--- config.mk ---
export PLATFORM = sky130hd
export DESIGN_NAME = fft_expand
export DESIGN_NICKNAME = d
export VERILOG_FILES = /design/src/rtl/fft_expand.sv
export SDC_FILE = /design/constraint.sdc
export NUM_CORES = 1
export LEC_CHECK = 0
export ABC_AREA = 1
export BUFFER_PORTS_ARGS = -buffer_cell sky130_fd_sc_hd__buf_2
export CAP_MARGIN = 20
export CELL_PAD_IN_SITES_DETAIL_PLACEMENT = 1
export CELL_PAD_IN_SITES_GLOBAL_PLACEMENT = 2
export CORE_MARGIN = 4
export CORE_UTILIZATION = 36
export CTS_BUF_LIST = sky130_fd_sc_hd__clkbuf_16
export CTS_CLUSTER_SIZE = 10
export DETAILED_ROUTE_END_ITERATION = 6
export PLACE_DENSITY = 0.92
export SETUP_SLACK_MARGIN = 0.05
export SKIP_CTS_REPAIR_TIMING = 1
export SLEW_MARGIN = 15
export SYNTH_ARGS = -nofsm -noshare
export SYNTH_HDL_FRONTEND = slang
export SYNTH_SLANG_ARGS = --single-unit
--- constraint.sdc ---
create_clock -name clk -period 2.87 [get_ports clk]
set_input_delay 0.287 -clock clk [delete_from_list [all_inputs] [get_ports clk]]
set_output_delay 0.287 -clock clk [all_outputs]
set_load 0.02 [all_outputs]
--- src/rtl/fft_expand.sv ---
// fft_expand: widens narrow signed complex FFT samples (IN_W bits/component)
// to the wide datapath width (OUT_W bits/component). A per-frame
// block-floating-point exponent is applied as a left shift. Results that do
// not fit in OUT_W bits are clamped, and the clamped samples in each frame
// are counted.
//
// Ports
//   clk, rst_n        clock (rising edge), asynchronous active-low reset
//   s_valid/s_ready   input handshake; s_re/s_im signed input components
//   exp_in            frame exponent, sampled when frame index 0 is accepted
//   m_valid/m_ready   output handshake; m_re/m_im signed output components
//   m_last            marks the final sample of a frame
//   ovf_cnt/ovf_vld   clamped-sample count of the last completed frame and
//                     a one-cycle update strobe
module fft_expand #(
   parameter int IN_W      = 11,
   parameter int OUT_W     = 16,
   parameter int FRAME_LEN = 512,
   parameter int SHIFT_W   = 3,
   parameter int CNT_W     = 10
) (
   input  logic               clk,
   input  logic               rst_n,
   input  logic               s_valid,
   output logic               s_ready,
   input  logic [IN_W-1:0]    s_re,
   input  logic [IN_W-1:0]    s_im,
   input  logic [SHIFT_W-1:0] exp_in,
   output logic               m_valid,
   input  logic               m_ready,
   output logic [OUT_W-1:0]   m_re,
   output logic [OUT_W-1:0]   m_im,
   output logic               m_last,
   output logic [CNT_W-1:0]   ovf_cnt,
   output logic               ovf_vld
);

   // Wide enough to hold a full-scale input shifted by the largest exponent.
   localparam int EW    = IN_W + 2**SHIFT_W - 1;
   localparam int IDX_W = (FRAME_LEN > 2) ? $clog2(FRAME_LEN) : 1;
   localparam logic signed [EW-1:0] MAX_V = EW'((2**(OUT_W-1)) - 1);
   localparam logic signed [EW-1:0] MIN_V = -MAX_V - EW'(1);

   // Stage-1 registers
   logic                 v1_q;
   logic signed [EW-1:0] re1_q, im1_q, re1_d, im1_d;
   logic                 last1_q;
   // Stage-2 (output) registers
   logic                 v2_q;
   logic [OUT_W-1:0]     re2_q, im2_q, re2_d, im2_d;
   logic                 last2_q;
   // Frame state
   logic [IDX_W-1:0]     idx_q;
   logic [SHIFT_W-1:0]   exp_q, exp_cur;
   logic [CNT_W-1:0]     acc_q, tot_d, ovf_cnt_q;
   logic                 ovf_vld_q;

   logic adv, acc, ld2, clp_re, clp_im, idx_last;

   // Returns {clamped, value truncated to OUT_W}.
   function automatic logic [OUT_W:0] clamp(input logic signed [EW-1:0] v);
      logic [OUT_W:0] r;
      if (v > MAX_V)      r = {1'b1, MAX_V[OUT_W-1:0]};
      else if (v < MIN_V) r = {1'b1, MIN_V[OUT_W-1:0]};
      else                r = {1'b0, v[OUT_W-1:0]};
      return r;
   endfunction

   always_comb begin
      adv      = ~v2_q | m_ready;
      // Held low for the whole time reset is asserted.
      s_ready  = rst_n & (adv | ~v1_q);
      acc      = s_valid & s_ready;
      ld2      = adv & v1_q;
      idx_last = (idx_q == IDX_W'(FRAME_LEN - 1));

      // The first sample of a frame uses exp_in directly, because the
      // exponent register only takes that value at the same clock edge.
      exp_cur = (idx_q == '0) ? exp_in : exp_q;
      re1_d   = $signed({{(EW-IN_W){s_re[IN_W-1]}}, s_re}) <<< exp_cur;
      im1_d   = $signed({{(EW-IN_W){s_im[IN_W-1]}}, s_im}) <<< exp_cur;

      {clp_re, re2_d} = clamp(re1_q);
      {clp_im, im2_d} = clamp(im1_q);

      // Saturating accumulate. A sample counts once even if both parts clamp.
      tot_d = acc_q;
      if ((clp_re | clp_im) && (acc_q != '1))
         tot_d = acc_q + CNT_W'(1);
   end

   always_ff @(posedge clk or negedge rst_n) begin
      if (!rst_n) begin
         v1_q      <= 1'b0;
         re1_q     <= '0;
         im1_q     <= '0;
         last1_q   <= 1'b0;
         v2_q      <= 1'b0;
         re2_q     <= '0;
         im2_q     <= '0;
         last2_q   <= 1'b0;
         idx_q     <= '0;
         exp_q     <= '0;
         acc_q     <= '0;
         ovf_cnt_q <= '0;
         ovf_vld_q <= 1'b0;
      end else begin
         ovf_vld_q <= 1'b0;

         if (s_ready) v1_q <= s_valid;
         if (acc) begin
            re1_q   <= re1_d;
            im1_q   <= im1_d;
            last1_q <= idx_last;
            idx_q   <= idx_last ? '0 : idx_q + IDX_W'(1);
            if (idx_q == '0) exp_q <= exp_in;
         end

         // Stage 2 holds its contents while the downstream stalls.
         if (adv) v2_q <= v1_q;
         if (ld2) begin
            re2_q   <= re2_d;
            im2_q   <= im2_d;
            last2_q <= last1_q;
            if (last1_q) begin
               ovf_cnt_q <= tot_d;
               ovf_vld_q <= 1'b1;
               acc_q     <= '0;
            end else begin
               acc_q     <= tot_d;
            end
         end
      end
   end

   assign m_valid = v2_q;
   assign m_re    = re2_q;
   assign m_im    = im2_q;
   assign m_last  = last2_q;
   assign ovf_cnt = ovf_cnt_q;
   assign ovf_vld = ovf_vld_q;

endmodule

# == After elaboration in Yosys (flattened, before gate mapping) ==
# Index checks and enable logic that the tools add are counted.
# classes
addsub,2
n_lt_le_gt_ge,4
eq_ne,2
shift,2
mux,10
bitwise,8
reduce_logical,3
# ops
operator,n
$mux 17,4
$gt 18x16->1 const B,2
$lt 18x16->1 const B,2
$sshl 11x3->18,2
$mux 10,2
$add 10x1->10 const B,1
$ne 10x10->1 const B,1
$add 9x1->9 const B,1
$eq 9x9->1 const B,1
$logic_not 9->1,1
$mux 9,1
$and 1x1->1,3
$mux 3,1
$or 1x1->1,3
$mux 1,2
$not 1->1,2
$reduce_and 2->1,1
$logic_and 1x1->1,1
# word_totals
regBits,105
input_bits,29
out_inout_bits,46

# == Logic depth before layout (Yosys ltp) ==
# Gate-level depths: netlist of the first run.
# depth
ltp_word,7
mapped_depth,13

# == Worst setup path after synthesis of the first run ==
# No wires, ideal clock.
# synth_path
path_kind,register to register
from,register idx_q[0]
to,register im1_q[8]
setup_time_ps,124
arrival_ps,1563
t_required_ps,2746
setup_slack_ps,1183
stages_incl_launch_ff,13
path_buffers,1
period_less_slack_ps,1687
cell_sequence,dfrtp_1 inv_1 ha_1 nand2_1 nor2_4 nand2_4 nand2_2 nand2_4 inv_4 buf_4 nand3_1 nand3_1 nand3_1
# synth_via
elab_chain_cells,3
# synth_rtl
element,line_no,text
"start, declared",53,logic [IDX_W-1:0] idx_q;
"start signal, assigned",115,idx_q <= idx_last ? '0 : idx_q + IDX_W'(1);
$logic_not 9->1,79,exp_cur = (idx_q == '0) ? exp_in : exp_q;
$mux 3,--,
$sshl 11x3->18,81,"im1_d = $signed({{(EW-IN_W){s_im[IN_W-1]}}, s_im}) <<< exp_cur;"
"end signal, assigned",113,im1_q <= im1_d;
"end, declared",46,"logic signed [EW-1:0] re1_q, im1_q, re1_d, im1_d;"
# No other way between the ends.
# A chain may end at the register's enable or synchronous reset.

# == Worst setup path after layout of the first run ==
# layout_path
from,register idx_q[0]
to,register re1_q[8]
# layout_via
elab_chain_cells,3
# layout_rtl
element,line_no,text
$logic_not 9->1,79,
$mux 3,--,
$sshl 11x3->18,80,"re1_d = $signed({{(EW-IN_W){s_re[IN_W-1]}}, s_re}) <<< exp_cur;"
"end signal, assigned",112,re1_q <= re1_d;
"end, declared",46,
# No other way between the ends.

==> metrics, run 1 <==
cts bufs inserted=9; # DRC=0; H-tree depth=3; via count=around 4800; PortBufs=between 70 and 80; clock net sink count=around 110; Setup TNS=0 ns; Final nets=around 770; Clock Tree Buf Depth=2; WL/cell=about 17 um; Synth cell types=31; core area=~15000 um^2; fin crit share=80.27%; Worst path max stage delay=roughly 0.45 ns; Core Util, Final=roughly 42%; status=finished clean; diode count=0; Max IR drop VDD=slightly above 0.3 mV; FF-to-FF Start=idx_q[0]; DR iter-0 viols=352; Routed Antenna Nets=0; PD cells=roughly 940 nW/um^2; Initial DRT Pass Iterations=5; Sw Pwr=approximately 2.3 mW; Die ar.=~17000 um^2; crit path max fanout=11; slew margin rel.=49.82%; worst path bufs/invs=1; ys flop type=dfrtp_1; Clock transition at path regs=0.07 ns; via count of the first global-routing pass=5191; top cells by area, synth=dfrtp_1, nand2_1, nand3_1, o21ai_0, nor2_1; HP Class=input port to async pin; Lkg Pwr=between 3 and 4 nW; Critical Path Start=idx_q[0]; Worst Skew=0.006206 ns; most frequent cell after synthesis=nand2_1; total power draw=5.736 mW; sequential fraction of the synthesis area=approximately half; net count after synthesis=roughly 700; most repeated library cell on the critical path=nand3_1; max_cap viols=0; EDFF count, synth=0; Initial Utilization=between 30% and 40%; Post-DP HPWL=between 10000 and 15000 um; # IOs=75; P_int=roughly 3.4 mW; Startpoint Class=flip-flop; min cycle time layout=~2.3 ns; synthesized area per cell=approximately 7.9 um^2; RSZ-0062 raised after global routing=no; crit-path cells=inv_1 > ha_1 > nand2_1 > nor2_4 > nand3_1 > nand2_1 > nand2_1 > nand3_1 > nand3_1 > nand3_1; first-pass GRT wire length=about 26000 um; Max Freq=0.4341 GHz; CP required=around 3.2 ns; Cell Area, Synth=approximately 5300 um^2; Reg power frac=approximately two fifths; fillcell total=approximately 1800; CP delay by family, top=simple AND/OR/NAND/NOR gates; top cells by count, synth=nand2_1, nand3_1, dfrtp_1, o21ai_0, nor2_1; share of the synthesized area in the top cell type=roughly half; max-slew violations=0; Clock Power Share=22.9%; critical path class=flip-flop to flip-flop; largest net degree at the start of global routing=58; worst skew pair latency=0.35 ns; WL final=15360 um; CTS Root Cell=clkbuf_16; area leader, netlist=dfrtp_1; GP Congestion=0.8569; Area Growth Syn to Fin=14.45%; share of layout cells above drive strength 1=between 15 and 20%; Hold Vio Cnt, Final=0; Overflow after GRT=0; GR Util All Layers=approximately a fifth; Die Wd=around 130 um; switch share=40.28%; Die Height=129.8 um; Synth Register Bits=105; FP Rows=44; Mapped Cells=674; CP endpoint kind=flip-flop; Worst EP arrival=between 2 and 3 ns; slowest CP cell=nand3_1; Via density=approximately 5.2; asr flop ratio synth=100.0%; setup violators final=0; Syn. warnings=0; Gate power share=between 30% and 40%; antenna violations before repair=0; Tightest Pin Transition=approximately 0.75 ns; CTS tree=built
==> registers in the layout, indices dropped and copies added, names as in the netlist <==
signal   flops
m_valid      1
last1_q      1
re1_q       18
v1_q         1
m_re        16
exp_q        3
ovf_cnt     10
m_last       1
im1_q       18
acc_q       10
m_im        16
idx_q        9
ovf_vld      1
==> layout by cell type, fill, tap and decap left out, types with 5 or more instances in the layout <==
master and instances:
nand3_1 140, buf_4 5, dfrtp_1 105, nand2_2 8, inv_2 9, nand2_1 196, o21ai_0 58, o21ai_1 6
nor2_1 47, nand2_4 6, buf_2 73, inv_1 34, nor3_1 6, clkbuf_16 9
==> cell families after synthesis <==
logic type | after synthesis | share of synthesized area (%)
AND/OR/NAND/NOR | 418 | 35.92
flip-flops | 105 | 49.17
AO/OA/AOI/OAI | 71 | 6.860
buffers and inverters | 71 | 6.298
XOR/XNOR | 5 | 0.8194
adder cells (fa/ha/maj) | 4 | 0.9366
==> stage by stage <==
stage                     hold WS (ns)  instances  worst slack, ns  instance area, um^2
final                          0.08451        924           0.5664                 6116
after global routing            0.1459        924           0.4169                 6116
after CTS                       0.1107        924           0.5730                 6116
after detailed placement        0.4631        908           0.6266                 5804
after global placement          0.4578        908           0.7132                 5804
after floorplan              -0.008591        674            1.183                 5344
==> power by group through the flow <==
stage	Sequential [mW]	Clock [mW]	Combinational [mW]
after detailed placement	2.39	0	2.07
final	2.37	1.31	2.06
after global routing	2.44	1.40	2.32
after floorplan	2.63	0	1.16
after CTS	2.37	1.35	2.09
after global placement	2.36	0	2.01
==> final cells by class <==
type                            count  area [um^2]  area share, %
Clock buffer                        9        225.2          3.682
Clock inverter                      7        86.33          1.412
Inverter                           43        163.9          2.680
Multi-Input combinational cell    498         2380          38.91
Sequential cell                   105         2628          42.96
Tap cell                          184        230.2          3.764
Timing Repair Buffer               78        402.9          6.588
==> final timing paths <==
path	depth (start not counted)	end	slack (ns)
hold reg to reg	2	ovf_cnt[6]	0.47
hold / removal	2	ovf_cnt[4]	0.08
min in group clk	2	m_valid	0.16
setup reg to reg	10	re1_q[8]	0.57
max in group asynchronous	3	im1_q[14]	1.59
setup / recovery	10	re1_q[8]	0.57
==> per-layer routing <==
metal / share of wire (%) / track usage, %
met3: 3.4 / 2.129
met1: 44 / 24.42
met5: 0 / 0
met4: 1.5 / 6.846
met2: 51 / 33.30
Note: power is estimated with default switching activity, not from simulation.
==> inputs of run 2 (changes only) <==
- ABC_AREA: 1 -> 0
- CORE_UTILIZATION: 36 -> 35
- PLACE_DENSITY: 0.92 -> 0.88
- clock period: 2.87 -> 2.35 ns (I/O delays scaled with it)
==> run 2 against run 1 <==
Net effect: the flow now finishes with violations (negative setup slack); largest power group unchanged; sequential power up 14%; via count up 28%; area after synthesis up 21%; cell count up 21%; combinational power up 27%; synthesized cell count up 20%; hold slack better by 0.11 ns; routed wire length up 32%; register-to-register slack worse by 0.58 ns; sequential share of layout area down 10 points; highest routed layer unchanged; critical endpoint is now re1_q[6]; critical path depth down 1.
==> metrics, run 2 <==
status=finished, violations left; violated checks=negative setup slack; largest net degree at the start of global routing=72; WL/cell=around 18 um; Via density=5.558; RSZ-0062 raised after global routing=yes; net count after synthesis=roughly 840; placed instance count=between 1000 and 1500; H-tree depth=3; most frequent cell after synthesis=nand2_1; Synth cell types=63; total power draw=6.955 mW; CP endpoint kind=flip-flop; Lkg Pwr=3.481 nW; ys flop type=dfrtp_1; Reg power frac=38.8%; Synth Register Bits=105; Worst Skew=approximately 0.012 ns; Tightest Pin Transition=0.8353 ns; DR iter-0 viols=approximately 400; # IOs=between 70 and 80; GP Congestion=between 0.8 and 0.9; Sw Pwr=between 2 and 3 mW; Max IR drop VDD=between 0.4 and 0.5 mV; synthesized area per cell=8.010 um^2; Worst EP arrival=between 2 and 3 ns; dpl ws=-0.004003 ns; CP required=~2.6 ns; most frequent cells in the layout=nand2_1, dfrtp_1, o21ai_0; Die Wd=approximately 140 um; min cycle time layout=approximately 2.4 ns; area leader, netlist=dfrtp_1; PD cells=approximately 870 nW/um^2; EDFF count, synth=0; final setup margin=-0.009803 ns; Initial DRT Pass Iterations=5; cts bufs inserted=9; via count of the first global-routing pass=roughly 5900; share of the synthesized area in the top cell type=40.70%; Area Growth Syn to Fin=23.80%; sequential fraction of the synthesis area=40.70%; Post-DP HPWL=13490 um; Final nets=just over 900; Die ar.=20680 um^2; Initial Utilization=35.82%; Syn. warnings=0; WL final=about 20000 um; worst skew pair latency=between 0.3 and 0.4 ns; diode count=0; Clock transition at path regs=roughly 0.080 ns; Gate power share=37.7%; Mapped Cells=806; slew margin rel.=44.32%; Overflow after GRT=0; via count=~6200; critical path class=flip-flop to flip-flop; asr flop ratio synth=between 90% and 100%; worst hold slack=slightly below 0.2 ns; top cells by count, synth=nand2_1, dfrtp_1, o21ai_0, nor2_1, clkbuf_1; clock net sink count=approximately 110; switch share=~40%; top cells by area, synth=dfrtp_1, nand2_1, o21ai_0, nor2_1, nand2b_1; share of layout cells above drive strength 1=22.44%; GR Util All Layers=between 10% and 20%; max-slew violations=0; Setup TNS=-0.009803 ns; antenna violations before repair=0; Final Instance Count excl. Fillers=1116; setup violators final=1; Die Height=between 100 and 150 um; first-pass GRT wire length=around 32000 um; crit path max fanout=9; # DRC=0; PortBufs=74; Clock Power Share=23.5%; Routed Antenna Nets=0; HP Class=input port to flip-flop; largest registers=im1_q: 18 flops, re1_q: 18 flops; Cell Area, Synth=6456 um^2; fin crit share=100.4%; P_int=roughly 4.2 mW; Hold Vio Cnt, Final=0; Max Freq=0.4238 GHz; Clock Tree Buf Depth=2; CTS tree=built; max_cap viols=0; Startpoint Class=flip-flop; core area=approximately 18000 um^2; commonest non-fill, non-tap cell in the layout=nand2_1; CTS Root Cell=clkbuf_16; FP Rows=49
run 2: cell types whose count changed after synthesis, sizes merged, moves of 16 or more:
cell,previous run,this run
a211oi,1,17
nand3,143,16
clkbuf,7,52
nand2b,0,38
a21oi,3,19
inv,43,5
o21ai,64,110
nand2,210,190
run 2: cell type report:
class | instances | area [um^2]
Clock inverter | 7 | 83.83
Inverter | 5 | 18.77
Sequential cell | 105 | 2629
Multi-Input combinational cell | 631 | 3825
Fill cell | 2160 | 10030
Tap cell | 229 | 286.5
Clock buffer | 9 | 225.2
Timing Repair Buffer | 130 | 924.6
run 2: cells by family (layout without fill, tap and decap cells):
group                      Yosys count  count (layout)  synth area share, %
AOI/OAI and AO/OA                  236             236                24.13
buffers and inverters               72             151                4.748
muxes                               16              16                2.500
DFF                                105             105                40.70
adders and majority gates            4               4               0.7752
and+or+nand+nor                    361             363                25.52
xor gates and xnor gates            12              12                1.628
run 2: routing by layer:
metal  vias to the layer above  track usage, %  wire length, um
li1                       2996               -                -
met1                      3044           29.07             9909
met2                       139           28.11             9151
met3                        24           3.128              861
met4                         0           3.667              286
met5                         -               0                0
run 2: critical path: stages (launching register included):
cell,delay (ns)
dfrtp_1,0.40
inv_2,0.09
ha_4,0.13
or4b_4,0.47
buf_8,0.17
o21ai_4,0.26
buf_12,0.15
nand2_4,0.08
a31oi_2,0.27
o221ai_1,0.18
run 2: path summary, 6_finish.rpt:
kind | start | end | slack (ns) | depth (start not counted)
worst min register to register | m_re[5] | m_re[5] | 0.47 | 2
worst max register to register | idx_q[0] | re1_q[6] | -0.01 | 9
worst min-delay path | s_re[10] | re1_q[17] | 0.19 | 3
min in group asynchronous | rst_n | idx_q[3] | 0.34 | 2
max in group asynchronous | rst_n | m_im[3] | 0.46 | 4
worst max-delay path | idx_q[0] | re1_q[6] | -0.01 | 9
run 2: power groups by stage:
stage	Combinational, mW	Sequential [mW]	Clock [mW]
global route	2.95	2.77	1.74
finish	2.62	2.70	1.64
global placement	2.37	2.71	0
detailed placement	2.45	2.73	0
floorplan	1.29	2.94	0
CTS	2.46	2.69	1.67
run 2: per-stage QoR:
stage	cell area, um^2	util, %
2_1_floorplan	6456	-
3_3_place_gp	7191	39.89
3_5_place_dp	7191	39.89
4_1_cts	7500	41.61
5_1_grt	7993	44.34
6_report	7993	44.34
